File: src/rtl/sr_ctrl_pkg.sv
// Shared op and state encodings for the SR flop-bank controller.
package sr_ctrl_pkg;

    localparam logic [1:0] OP_READ   = 2'b00;
    localparam logic [1:0] OP_SET    = 2'b01;
    localparam logic [1:0] OP_CLEAR  = 2'b10;
    localparam logic [1:0] OP_TOGGLE = 2'b11;

    typedef enum logic [1:0] {
        ST_IDLE   = 2'd0,
        ST_DRIVE  = 2'd1,
        ST_SETTLE = 2'd2,
        ST_CHECK  = 2'd3
    } state_e;

endpackage

File: src/rtl/sr_bank_controller_if.sv
// Requester-side request/response bundle of the SR bank controller.
// Master is the requester population; slave is the controller.
interface sr_bank_controller_if #(
    parameter int NREQ = 4,
    parameter int IDXW = 3
);
    logic [NREQ-1:0]      req_valid;
    logic [2*NREQ-1:0]    req_op;
    logic [IDXW*NREQ-1:0] req_idx;
    logic [NREQ-1:0]      req_ready;
    logic [NREQ-1:0]      rsp_valid;
    logic                 rsp_q;
    logic                 rsp_err;

    modport master (
        output req_valid, req_op, req_idx,
        input  req_ready, rsp_valid, rsp_q, rsp_err
    );

    modport slave (
        input  req_valid, req_op, req_idx,
        output req_ready, rsp_valid, rsp_q, rsp_err
    );
endinterface

File: src/rtl/rr_arbiter.sv
// Round-robin arbiter: first requester at or after the pointer wins.
// Latency: grant is combinational; pointer moves on the cycle advance is high.
// Backpressure: none; grant simply stays low while nothing is requested.
module rr_arbiter #(
    parameter int N = 4,
    localparam int PW = (N > 1) ? $clog2(N) : 1
) (
    input  logic          clk,
    input  logic          rst,
    input  logic [N-1:0]  req,
    input  logic          advance,
    output logic [N-1:0]  grant,
    output logic [PW-1:0] grant_idx
);
    logic [PW-1:0] ptr;
    logic          found;

    always_comb begin
        grant     = '0;
        grant_idx = '0;
        found     = 1'b0;
        for (int i = 0; i < N; i++) begin
            if (!found && req[(int'(ptr) + i) % N]) begin
                found                       = 1'b1;
                grant[(int'(ptr) + i) % N]  = 1'b1;
                grant_idx                   = PW'((int'(ptr) + i) % N);
            end
        end
    end

    always_ff @(posedge clk or negedge rst) begin
        if (!rst) begin
            ptr <= '0;
        end else if (advance) begin
            ptr <= (grant_idx == PW'(N - 1)) ? '0 : grant_idx + 1'b1;
        end
    end
endmodule

File: src/rtl/sr_bank_controller.sv
// Serialises READ/SET/CLEAR/TOGGLE ops from NREQ requesters onto an SR flop bank.
// Latency: accept t, drive t+1, settle t+2, checked response t+3; next accept >= t+4.
// Backpressure: req_ready is only offered in IDLE, one-hot to the round-robin winner.
module sr_bank_controller
    import sr_ctrl_pkg::*;
#(
    parameter int NREQ = 4,
    parameter int NFF  = 8,
    localparam int IDXW = (NFF > 1) ? $clog2(NFF) : 1
) (
    input  logic                  clk,
    input  logic                  rst,
    sr_bank_controller_if.slave   bus,
    output logic [NFF-1:0]        ff_s,
    output logic [NFF-1:0]        ff_r,
    input  logic [NFF-1:0]        ff_q,
    output logic                  busy
);
    localparam int OWW = (NREQ > 1) ? $clog2(NREQ) : 1;

    function automatic logic in_range(input logic [IDXW-1:0] i);
        return int'(i) < NFF;
    endfunction

    state_e            state, state_nxt;
    logic [NREQ-1:0]   grant;
    logic [OWW-1:0]    grant_idx;
    logic              accept;
    logic [1:0]        sel_op;
    logic [IDXW-1:0]   sel_idx;
    logic              sel_ok, sel_q, sel_s, sel_r;
    logic [OWW-1:0]    own_r;
    logic [1:0]        op_r;
    logic [IDXW-1:0]   idx_r;
    logic              old_q_r, idx_ok_r, cur_q;

    rr_arbiter #(.N(NREQ)) u_arb (
        .clk       (clk),
        .rst       (rst),
        .req       (bus.req_valid),
        .advance   (accept),
        .grant     (grant),
        .grant_idx (grant_idx)
    );

    assign accept  = (state == ST_IDLE) && rst && (|grant);
    assign sel_op  = bus.req_op[int'(grant_idx) * 2 +: 2];
    assign sel_idx = bus.req_idx[int'(grant_idx) * IDXW +: IDXW];
    assign sel_ok  = in_range(sel_idx);
    assign sel_q   = sel_ok ? ff_q[sel_idx] : 1'b0;
    // TOGGLE chooses its direction from q as sampled at accept, so s and r can never both fire.
    assign sel_s   = (sel_op == OP_SET)   || ((sel_op == OP_TOGGLE) && !sel_q);
    assign sel_r   = (sel_op == OP_CLEAR) || ((sel_op == OP_TOGGLE) &&  sel_q);

    always_ff @(posedge clk or negedge rst) begin
        if (!rst) state <= ST_IDLE;
        else      state <= state_nxt;
    end

    always_comb begin
        state_nxt = state;
        case (state)
            ST_IDLE:   if (accept) state_nxt = ST_DRIVE;
            ST_DRIVE:  state_nxt = ST_SETTLE;
            ST_SETTLE: state_nxt = ST_CHECK;
            ST_CHECK:  state_nxt = ST_IDLE;
            default:   state_nxt = ST_IDLE;
        endcase
    end

    always_ff @(posedge clk or negedge rst) begin
        if (!rst) begin
            own_r    <= '0;
            op_r     <= OP_READ;
            idx_r    <= '0;
            old_q_r  <= 1'b0;
            idx_ok_r <= 1'b0;
        end else if (accept) begin
            own_r    <= grant_idx;
            op_r     <= sel_op;
            idx_r    <= sel_idx;
            old_q_r  <= sel_q;
            idx_ok_r <= sel_ok;
        end
    end

    // The drive pulse is registered so it lives for exactly the DRIVE cycle and clears on reset.
    always_ff @(posedge clk or negedge rst) begin
        if (!rst) begin
            ff_s <= '0;
            ff_r <= '0;
        end else begin
            ff_s <= (accept && sel_ok && sel_s) ? (NFF'(1) << sel_idx) : '0;
            ff_r <= (accept && sel_ok && sel_r) ? (NFF'(1) << sel_idx) : '0;
        end
    end

    assign cur_q = idx_ok_r ? ff_q[idx_r] : 1'b0;

    always_comb begin
        bus.req_ready = '0;
        bus.rsp_valid = '0;
        bus.rsp_q     = 1'b0;
        bus.rsp_err   = 1'b0;
        busy          = (state != ST_IDLE);
        if (state == ST_IDLE && rst) begin
            bus.req_ready = grant;
        end
        if (state == ST_CHECK) begin
            bus.rsp_valid[own_r] = 1'b1;
            bus.rsp_q            = cur_q;
            if (!idx_ok_r) begin
                bus.rsp_err = 1'b1;
            end else begin
                case (op_r)
                    OP_SET:    bus.rsp_err = !cur_q;
                    OP_CLEAR:  bus.rsp_err = cur_q;
                    OP_TOGGLE: bus.rsp_err = (cur_q == old_q_r);
                    default:   bus.rsp_err = 1'b0;
                endcase
            end
        end
    end
endmodule

File: src/flat_wrapper.sv
// flat-port wrapper written by rule: the top's interface ports become plain ports
module sr_bank_controller_flat import sr_ctrl_pkg::*;
#(
    parameter int NREQ = 4,
    parameter int NFF  = 8,
    localparam int IDXW = (NFF > 1) ? $clog2(NFF) : 1
)
  (clk, rst, ff_s, ff_r, ff_q, busy, bus_req_valid, bus_req_op, bus_req_idx, bus_req_ready, bus_rsp_valid, bus_rsp_q, bus_rsp_err);
  sr_bank_controller_if #(.NREQ(NREQ), .IDXW(3)) bus_i ();
  input  logic clk;
  input  logic rst;
  output logic [NFF-1:0] ff_s;
  output logic [NFF-1:0] ff_r;
  input  logic [NFF-1:0] ff_q;
  output logic busy;
  input wire logic [$bits(bus_i.req_valid)-1:0] bus_req_valid;
  input wire logic [$bits(bus_i.req_op)-1:0] bus_req_op;
  input wire logic [$bits(bus_i.req_idx)-1:0] bus_req_idx;
  output wire logic [$bits(bus_i.req_ready)-1:0] bus_req_ready;
  output wire logic [$bits(bus_i.rsp_valid)-1:0] bus_rsp_valid;
  output wire logic [$bits(bus_i.rsp_q)-1:0] bus_rsp_q;
  output wire logic [$bits(bus_i.rsp_err)-1:0] bus_rsp_err;
  assign bus_i.req_valid = bus_req_valid;
  assign bus_i.req_op = bus_req_op;
  assign bus_i.req_idx = bus_req_idx;
  assign bus_req_ready = bus_i.req_ready;
  assign bus_rsp_valid = bus_i.rsp_valid;
  assign bus_rsp_q = bus_i.rsp_q;
  assign bus_rsp_err = bus_i.rsp_err;
  sr_bank_controller #(.NREQ(NREQ), .NFF(NFF)) u_core (.clk(clk), .rst(rst), .bus(bus_i), .ff_s(ff_s), .ff_r(ff_r), .ff_q(ff_q), .busy(busy));
endmodule
File: config.mk
export PLATFORM = sky130hd
export DESIGN_NAME = sr_bank_controller_flat
export DESIGN_NICKNAME = d
export VERILOG_FILES = /design/src/rtl/sr_ctrl_pkg.sv /design/src/rtl/sr_bank_controller_if.sv /design/src/rtl/rr_arbiter.sv /design/src/rtl/sr_bank_controller.sv /design/src/flat_wrapper.sv
export SDC_FILE = /design/constraint.sdc
export NUM_CORES = 1
export LEC_CHECK = 0
export CAP_MARGIN = 20
export CORE_AREA = 2 2 68 70
export DETAILED_ROUTE_END_ITERATION = 10
export DIE_AREA = 0 0 70 72
export HOLD_SLACK_MARGIN = 0.15
export PLACE_DENSITY = 0.95
export REMOVE_ABC_BUFFERS = 1
export SYNTH_ARGS = -nofsm -noshare
export SYNTH_HDL_FRONTEND = slang
export SYNTH_SLANG_ARGS = --single-unit
File: constraint.sdc
create_clock -name clk -period 9.8 [get_ports clk]
set_input_delay 2.45 -clock clk [delete_from_list [all_inputs] [get_ports clk]]
set_output_delay 2.45 -clock clk [all_outputs]
set_load 0.005 [all_outputs]
-- Word level (Yosys, flattened, before mapping)
Index checks and enable logic that the tools add are counted.
- equal/unequal tests: 12
- magnitude comparators: 12
- div/mod/pow operators: 0
- reductions and logical operators: 27
- multiply operators: 1
- shift-type cells: 3
- multiplexer cells: 48
- bitwise gates (word level): 6
- add/sub/neg operators: 4
- operator list (cell ; number):
    $shiftx A12 B32 Y3 ; 1
    $mux W4 ; 6
    $mux W1 ; 21
    $lt A3 B4 Y1 const B ; 5
    $mux W8 ; 2
    $eq A2 B2 Y1 const B ; 7
    $logic_and A1 B1 Y1 ; 14
    $mux W2 ; 6
    $or A4 B4 Y4 ; 3
    $demux W1 S2 ; 5
    $ge A3 B1 Y1 const B ; 3
    $bmux W1 S2 ; 4
    $pmux W2 S4 ; 1
    $shiftx A8 B4 Y2 ; 1
    $shl A1 B3 Y8 const A ; 1
    $bmux W1 S3 ; 2
    $eq A2 B1 Y1 const B ; 3
    $lt A2 B3 Y1 const B ; 2
    $reduce_or A2 Y1 ; 3
    $logic_not A1 Y1 ; 5
    $add A2 B1 Y2 const B ; 2
    $add A2 B2 Y2 const B ; 2
    $ge A2 B1 Y1 const B ; 2
    $mul A2 B2 Y4 const B ; 1
    8 further kinds ; 11
- ROM bits: 0
- bits in latches: 0
- input bits: 34
- word-level logic and storage cells: 122
- output and inout port bits: 27
- bits in writable memories: 0
- flip-flop bits (word level): 29
- memories: 0

-- Longest topological paths before layout
Gate-level depths: netlist (run 1).
- word-level depth: 23
- mapped depth: 16
- mapped depth without buffers: 11

-- By module
From an unflattened synthesis (run 1), not the netlist that was laid out.
- cells, all modules: 221
- area, all modules: 2200.9 sq um
- by module, submodules not included (module ; instances ; cells an instance ; sequential area each (sq um) ; area an instance (sq um)):
    sr_bank_controller ; 1 ; 140 ; 675.6 ; 1478.9
    rr_arbiter ; 1 ; 81 ; 50.0 ; 721.9

-- Worst setup path before layout (run 1)
Ideal clock, no wire load.
- path kind: in2out
- start point: input port bus_req_valid[2]
- end point: output port bus_req_ready[2]
- slack: 3.697 ns
- stages on the path: 5
- arrival time: 3.653 ns
- path buffers: 1
- cell sequence: mux4_2 buf_2 nor2b_2 a221oi_1 o31ai_1
- cells in the longest elaborated chain, start to end: 13
- RTL lines (element ; line ; text):
    start, declared ; flat_wrapper.sv:16 ; input wire logic [$bits(bus_i.req_valid)-1:0] bus_req_valid;
    $bmux W1 S2 ; rr_arbiter.sv:23 ; if (!found && req[(int'(ptr) + i) % N]) begin
    $mux W1 (not written as such) ; rr_arbiter.sv:23 ;
    $mux W1 ; rr_arbiter.sv:23 ;
    $logic_not A1 Y1 ; rr_arbiter.sv:23 ;
    $logic_and A1 B1 Y1 ; rr_arbiter.sv:23 ;
    $mux W1 ; rr_arbiter.sv:23 ;
    $logic_not A1 Y1 ; rr_arbiter.sv:23 ;
    $logic_and A1 B1 Y1 ; rr_arbiter.sv:23 ;
    $mux W1 ; rr_arbiter.sv:23 ;
    $logic_not A1 Y1 ; rr_arbiter.sv:23 ;
    $logic_and A1 B1 Y1 ; rr_arbiter.sv:23 ;
    $mux W4 * ; rr_arbiter.sv:23 ;
    $mux W4 * ; sr_bank_controller.sv:106 ; if (state == ST_IDLE && rst) begin
    end, declared ; flat_wrapper.sv:19 ; output wire logic [$bits(bus_i.req_ready)-1:0] bus_req_ready;
Every way passes the cells marked *; elsewhere a longest branch is shown, timed or not. The select of a mux whose other input is x is not followed.

-- Worst setup path after layout (run 1)
- start point: input port bus_req_valid[2]
- end point: output port bus_req_ready[1]
The elaborated chain is that of the path after synthesis.

==> results.ini, run 1 <==
[logic_synthesis]
synth-seq-cells=29
synth_edf_count=0
synthAdderAreaFrac_pct=6.29
synthDistinctLibCells=55
synth-seq-area-share_pct=33.1
synth_area_sq_um=2190
synth_xor_area_share_pct=0.400
synth-simple-area-share_pct=18.3
async_flop_share_pct=100
dominantRegCellSynth=dfrtp_1
ys_warn_count=0
synth_top_family_by_area=compound AO/OA/AOI/OAI gates
synthMuxAreaShare_pct=16.7
syn_avg_cell_area_sq_um=9.73
synth_compound_area_share_pct=20.3
syn_inst=225

[cells_and_area]
syn_to_final_growth_pct=32.8
nets=330
num_antenna_cells=0
layout_common_cells=clkdlybuf4s50_1 (60), dfrtp_1 (29), nand2_1 (23), nor2_1 (16), inv_1 (13)
fin_util_pct=68.2
final_common_cell=clkdlybuf4s50_1
fillCellCount=332
drive_above_1_share_pct=11.5

[clock_network]
hold_buffers=0
tritoncts=yes
clkLatencyLatePin_ns=0.29
postCtsSetupRepairBufs=0
postCtsResizedCells=0
cts_htree_levels=2
root_buffer=clkbuf_8
clock_sinks=29
clkTransAtPathRegs_ns=0.06
cts_made_buffers=5
clock_path_buffers=2

[global_routing]
grt_overflow=0
grt_max_degree=31
grt_pass1_wl_microns=9140
grt_pass1_vias=2017
track_usage_pct=22.6
antenna_found_initial=0

[worst_setup_path]
cp.buffers_inverters=2
path_class=input pin to primary output
cp_slowest_stage_delay_ns=0.64
setup.worst_path.end_class=primary output
cp_slowest_cell=mux4_2
required_ns=7.35
cpMostUsedCell=clkdlybuf4s50_1
crit_start=bus_req_valid[2]
start_kind=input pin
reg2reg_from=u_core.u_arb.ptr[0]
crit_fanout=10
cp_top_family=buffers and inverters
worstPathArrival_ns=4.95
crit_chain=clkdlybuf4s50_1 > mux4_2 > nor2b_2 > a221oi_1 > o31ai_1 > clkdlybuf4s50_1

[die]
die_w_microns=70
fp.dieH_microns=72
num_io_pins=61
die_area_sq_um=5040
start_util_pct=51.3
coreArea_sq_um=4260
row_count=24

[drt]
ant_nets=0
wl_per_cell_microns=16.6
wirelength_microns=5600
drt_iter0_markers=161
via_per_inst=6.14
dr.pass1.iters=4
via_count=2076
drc_errors=0

[power_and_ir_drop]
p_total_uw=956
pwr-share-seq_pct=21.0
p_sw_share_pct=48.1
p_int_uw=496
power_density_nw_per_um2=329
switching_power_uw=460
clockPowerShare_pct=10.0
pwr-share-comb_pct=69.1
ir_drop_v=0.000182
leakage_uw=0.00123

[timing]
min_period_ns=7.40
grt_setup_unrepaired=false
min_period_over_period_pct=75.6
final.setup.tns_ns=0
maxSlewHeadroom_pct=49.6
hold_viol=0
timing.fmax_ghz=0.135
worst_pin_slew_ns=0.757
setup-violations-final=0
skew_ns=0.00630
drv_slew=0

[hold_path]
hold_path.class=register to register
hp-start=u_core.op_r[0]

[run_status]
run_status=finished clean

[place]
port_buffers=60
gp_congestion=0.907
hpwl_microns=4370

[run]
cap_violations=0

[metal layers]
layer	wire (microns)	vias to the layer above	share of wire [%]	track usage, %
met5	0	-	0	0
met4	116	0	2.1	10.5
met3	362	14	6.5	4.86
met2	2850	92	51	38.7
met1	2270	1009	41	27.5
li1	-	961	-	-
[synthesized netlist by cell type (all sizes together) (4+ instances only)]
library cell | instances | area [sq um]
o21ai | 11 | 55.1
inv | 13 | 48.8
and3 | 6 | 37.5
mux4 | 6 | 135
nand2 | 23 | 86.3
o31ai | 5 | 37.5
nor2b | 4 | 35.0
dfrtp | 29 | 726
nor2 | 16 | 60.1
a221oi | 6 | 52.6
mux2 | 8 | 93.8
mux2i | 13 | 138
clkbuf | 4 | 15.0
nand3 | 6 | 30.0
ha | 11 | 138
a21oi | 9 | 45.0
nor3 | 7 | 35.0
buf | 5 | 40.0
[final cells by class]
cell class              count  area (sq um)  area share (%)
clock inverters             3          17.5           0.602
flip-flops and latches     29           726            25.0
repair buffers             62           616            21.2
inverters                  13          48.8            1.68
clock buffers               5          68.8            2.37
multi-input cells         174          1370            47.0
well taps                  52          65.1            2.24
[worst reg2reg max path, stage by stage, from the launching register on]
cell and delay, ns:
dfrtp_1 0.83, inv_1 0.31, ha_1 0.52, mux4_2 0.66, nor2b_2 0.26, nor2_1 0.14
o21bai_4 0.39, mux2i_2 0.39, mux2i_1 0.23, mux2_4 0.37, a211o_4 0.39, and4_1 0.21
[metrics by stage]
step	hold WS [ns]	area (sq um)	setup slack [ns]	instances
floorplan	0.450	2130	3.71	216
global placement	0.466	2820	2.54	330
detailed placement	0.470	2820	2.43	330
CTS	0.484	2910	2.42	338
global route	0.525	2910	2.30	338
finish	0.482	2910	2.40	338
[path summary, 6_finish.rpt]
kind / to / depth (start not counted) / slack, ns
setup / recovery: bus_req_ready[1] / 6 / 2.40
hold / removal: u_core.op_r[0] / 2 / 0.48
setup reg to reg: u_core.ff_s[2] / 11 / 4.99
hold reg to reg: u_core.op_r[0] / 2 / 0.48
max in group asynchronous: u_core.u_arb.ptr[1] / 2 / 6.99
min in group asynchronous: u_core.ff_s[5] / 2 / 2.54
[sequential cells by signal (all words and copies together), names as in the netlist]
signal and cells:
u_core.u_arb.ptr 2, u_core.own_r 2, u_core.idx_r 3, u_core.old_q_r 1
u_core.ff_r 8, u_core.ff_s 8, u_core.idx_ok_r 1, u_core.op_r 2
u_core.state 2
[power by group through the flow]
| stage | clock network (uW) | registers, uW | logic, uW |
|---|---|---|---|
| floorplan | 0 | 193 | 463 |
| global placement | 0 | 199 | 615 |
| detailed placement | 0 | 203 | 645 |
| CTS | 97.2 | 200 | 650 |
| global route | 103 | 207 | 716 |
| finish | 95.2 | 200 | 660 |
[cells by family after synthesis]
kind of cell | count (synthesis)
adders and majority gates | 11
DFF | 29
AOI/OAI and AO/OA | 57
xor gates and xnor gates | 1
buffers and inverters | 22
and+or+nand+nor | 78
muxes | 27
Power figures use the tool's default switching activity.
==> run 2, diff against run 1 <==
- CORE_AREA: 2 2 68 70 -> 2 2 74 76
- DIE_AREA: 0 0 70 72 -> 0 0 76 78
- PLACE_DENSITY: 0.95 -> 0.87
- clock period: 9.8 -> 6.7 ns (I/O delays scaled with it)
==> run 2 against run 1 <==
Sequential share of layout area shrank 0.32 points. Routed wire length shrank 6.4%. Critical path depth is the same. Clock power grew 66%. Die area grew 18%. Clock skew shrank 0.0029 ns. Largest cell class unchanged. Highest routed layer unchanged.
==> results.ini, run 2 (synthesis results as in run 1) <==
[run]
cap_violations=0  ; unchanged

[cells_and_area]
num_antenna_cells=0  ; unchanged
syn_to_final_growth_pct=34.5
reg.largest.list=u_core.ff_r x8, u_core.ff_s x8, u_core.idx_r x3
layout_common_cells=clkdlybuf4s50_1 (60), dfrtp_1 (29), nand2_1 (23), nor2_1 (16), inv_1 (13)
fillCellCount=422  ; +27%
final_common_cell=clkdlybuf4s50_1
nets=330  ; unchanged
fin_util_pct=58.4  ; -9.8 points
drive_above_1_share_pct=11.5  ; unchanged

[hold_path]
hold_end=u_core.op_r[0]
hp-start=u_core.op_r[0]
worstHoldPathCells=2  ; unchanged
hold_path.class=register to register

[timing]
drv_slew=0  ; unchanged
maxSlewHeadroom_pct=50.1  ; +0.51 points
grt_setup_unrepaired=false
worst_pin_slew_ns=0.749  ; -0.00762 ns
min_period_over_period_pct=87.9
setup-violations-final=0  ; unchanged
final.setup.tns_ns=0  ; unchanged
min_period_ns=5.89
setup_slack_ns=0.809  ; -1.59 ns
timing.fmax_ghz=0.170
hold_viol=0  ; unchanged
skew_ns=0.00341  ; -0.00289 ns

[drt]
via_per_inst=5.67  ; -7.7%
via_count=2019  ; -2.7%
wl_per_cell_microns=14.7  ; -11%
drc_errors=0  ; unchanged
ant_nets=0  ; unchanged
wirelength_microns=5240  ; -6.4%
dr.pass1.iters=4  ; unchanged
drt_iter0_markers=135  ; -16%

[clock_network]
cts_made_buffers=5  ; unchanged
postCtsResizedCells=0  ; unchanged
tritoncts=yes
hold_buffers=0  ; unchanged
clkLatencyLatePin_ns=0.28  ; about the same
postCtsSetupRepairBufs=0  ; unchanged
cts_htree_levels=2  ; unchanged
clkTransAtPathRegs_ns=0.06  ; about the same
root_buffer=clkbuf_8
clock_sinks=29  ; unchanged
clock_path_buffers=2  ; unchanged

[die]
coreArea_sq_um=5040  ; +18%
num_io_pins=61  ; unchanged
die_area_sq_um=5930  ; +18%
start_util_pct=43.4  ; -7.9 points
row_count=26  ; +8.3%
fp.dieH_microns=78  ; +8.3%
die_w_microns=76  ; +8.6%

[worst_setup_path]
reg2reg_slack_ns=1.89  ; -3.10 ns
reg2reg_depth=11  ; unchanged
r2r_end=u_core.ff_r[7]
crit_fanout=10  ; unchanged
worstPathArrival_ns=4.22  ; -0.73 ns
reg2reg_from=u_core.u_arb.ptr[0]
required_ns=5.03  ; -2.32 ns
path_class=input pin to primary output
setup.worst_path.end_class=primary output
start_kind=input pin
crit_start=bus_req_valid[2]

[global_routing]
grt_overflow=0  ; unchanged
grt_max_degree=30  ; -3.2%
track_usage_pct=18.4  ; -4.2 points
grt_pass1_vias=1924  ; -4.6%
grt_pass1_wl_microns=8880  ; -2.8%
antenna_found_initial=0  ; unchanged

[power_and_ir_drop]
ir_drop_v=0.000205  ; +12%
leakage_uw=0.00124  ; +0.84%
power_density_nw_per_um2=473  ; +44%

[place]
gp_congestion=0.852  ; -6.0%
pre_cts_ws_ns=0.839  ; -1.59 ns
hpwl_microns=4100  ; -6.2%
port_buffers=60  ; unchanged

[run_status]
run_status=finished clean

-- run 2: cell count changes in the layout (fill, tap and decap cells not counted), sizes merged --
cell / previous run / this run
clkinvlp: 1 / 0
clkbuf: 5 / 7
clkinv: 2 / 1
-- run 2: routing by layer --
layer | wire, microns | vias up | track usage, %
met3 | 250 | 11 | 3.60
met2 | 2650 | 64 | 32.0
li1 | - | 961 | -
met1 | 2250 | 983 | 22.4
met5 | 0 | - | 0
met4 | 87 | 0 | 7.82
-- run 2: worst max path at each step --
stage	cells after the start	end	slack, ns
floorplan	8	u_core.ff_s[0]	1.57
finish	6	bus_req_ready[1]	0.81
global placement	6	bus_req_ready[3]	0.98
global route	6	bus_req_ready[2]	0.71
CTS	6	bus_req_ready[2]	0.84
detailed placement	6	bus_req_ready[2]	0.84
-- run 2: where the power goes --
| group | leakage [uW] | internal, uW | switching [uW] |
|---|---|---|---|
| clock | 0.0000542 | 92.6 | 65.1 |
| combinational | 0.000809 | 422 | 523 |
| sequential | 0.000376 | 230 | 59.7 |
| total | 0.00124 | 745 | 648 |
-- run 2: final cells by class --
type	count	area, sq um	share of cell area, %
sequential	29	726	24.6
inverter	13	48.8	1.66
multi-input combinational	174	1370	46.4
timing repair buffer	62	616	20.9
clock inverter	1	5.00	0.170
tap	70	87.6	2.97
clock buffer	7	96.3	3.27
-- run 2: stage by stage --
stage	cells	total power, uW	instance area, sq um	hold slack [ns]
6_report	356	1390	2950	0.487
5_1_grt	356	1510	2950	0.532
4_1_cts	356	1390	2950	0.488
3_5_place_dp	348	1230	2840	0.475
3_3_place_gp	348	1200	2840	0.464
2_1_floorplan	216	959	2130	0.450
-- run 2: critical path, cell delays in order --
cell,delay (ns)
clkdlybuf4s50_1,0.53
mux4_2,0.64
nor2b_2,0.26
a221oi_1,0.11
o31ai_1,0.41
clkdlybuf4s50_1,0.59
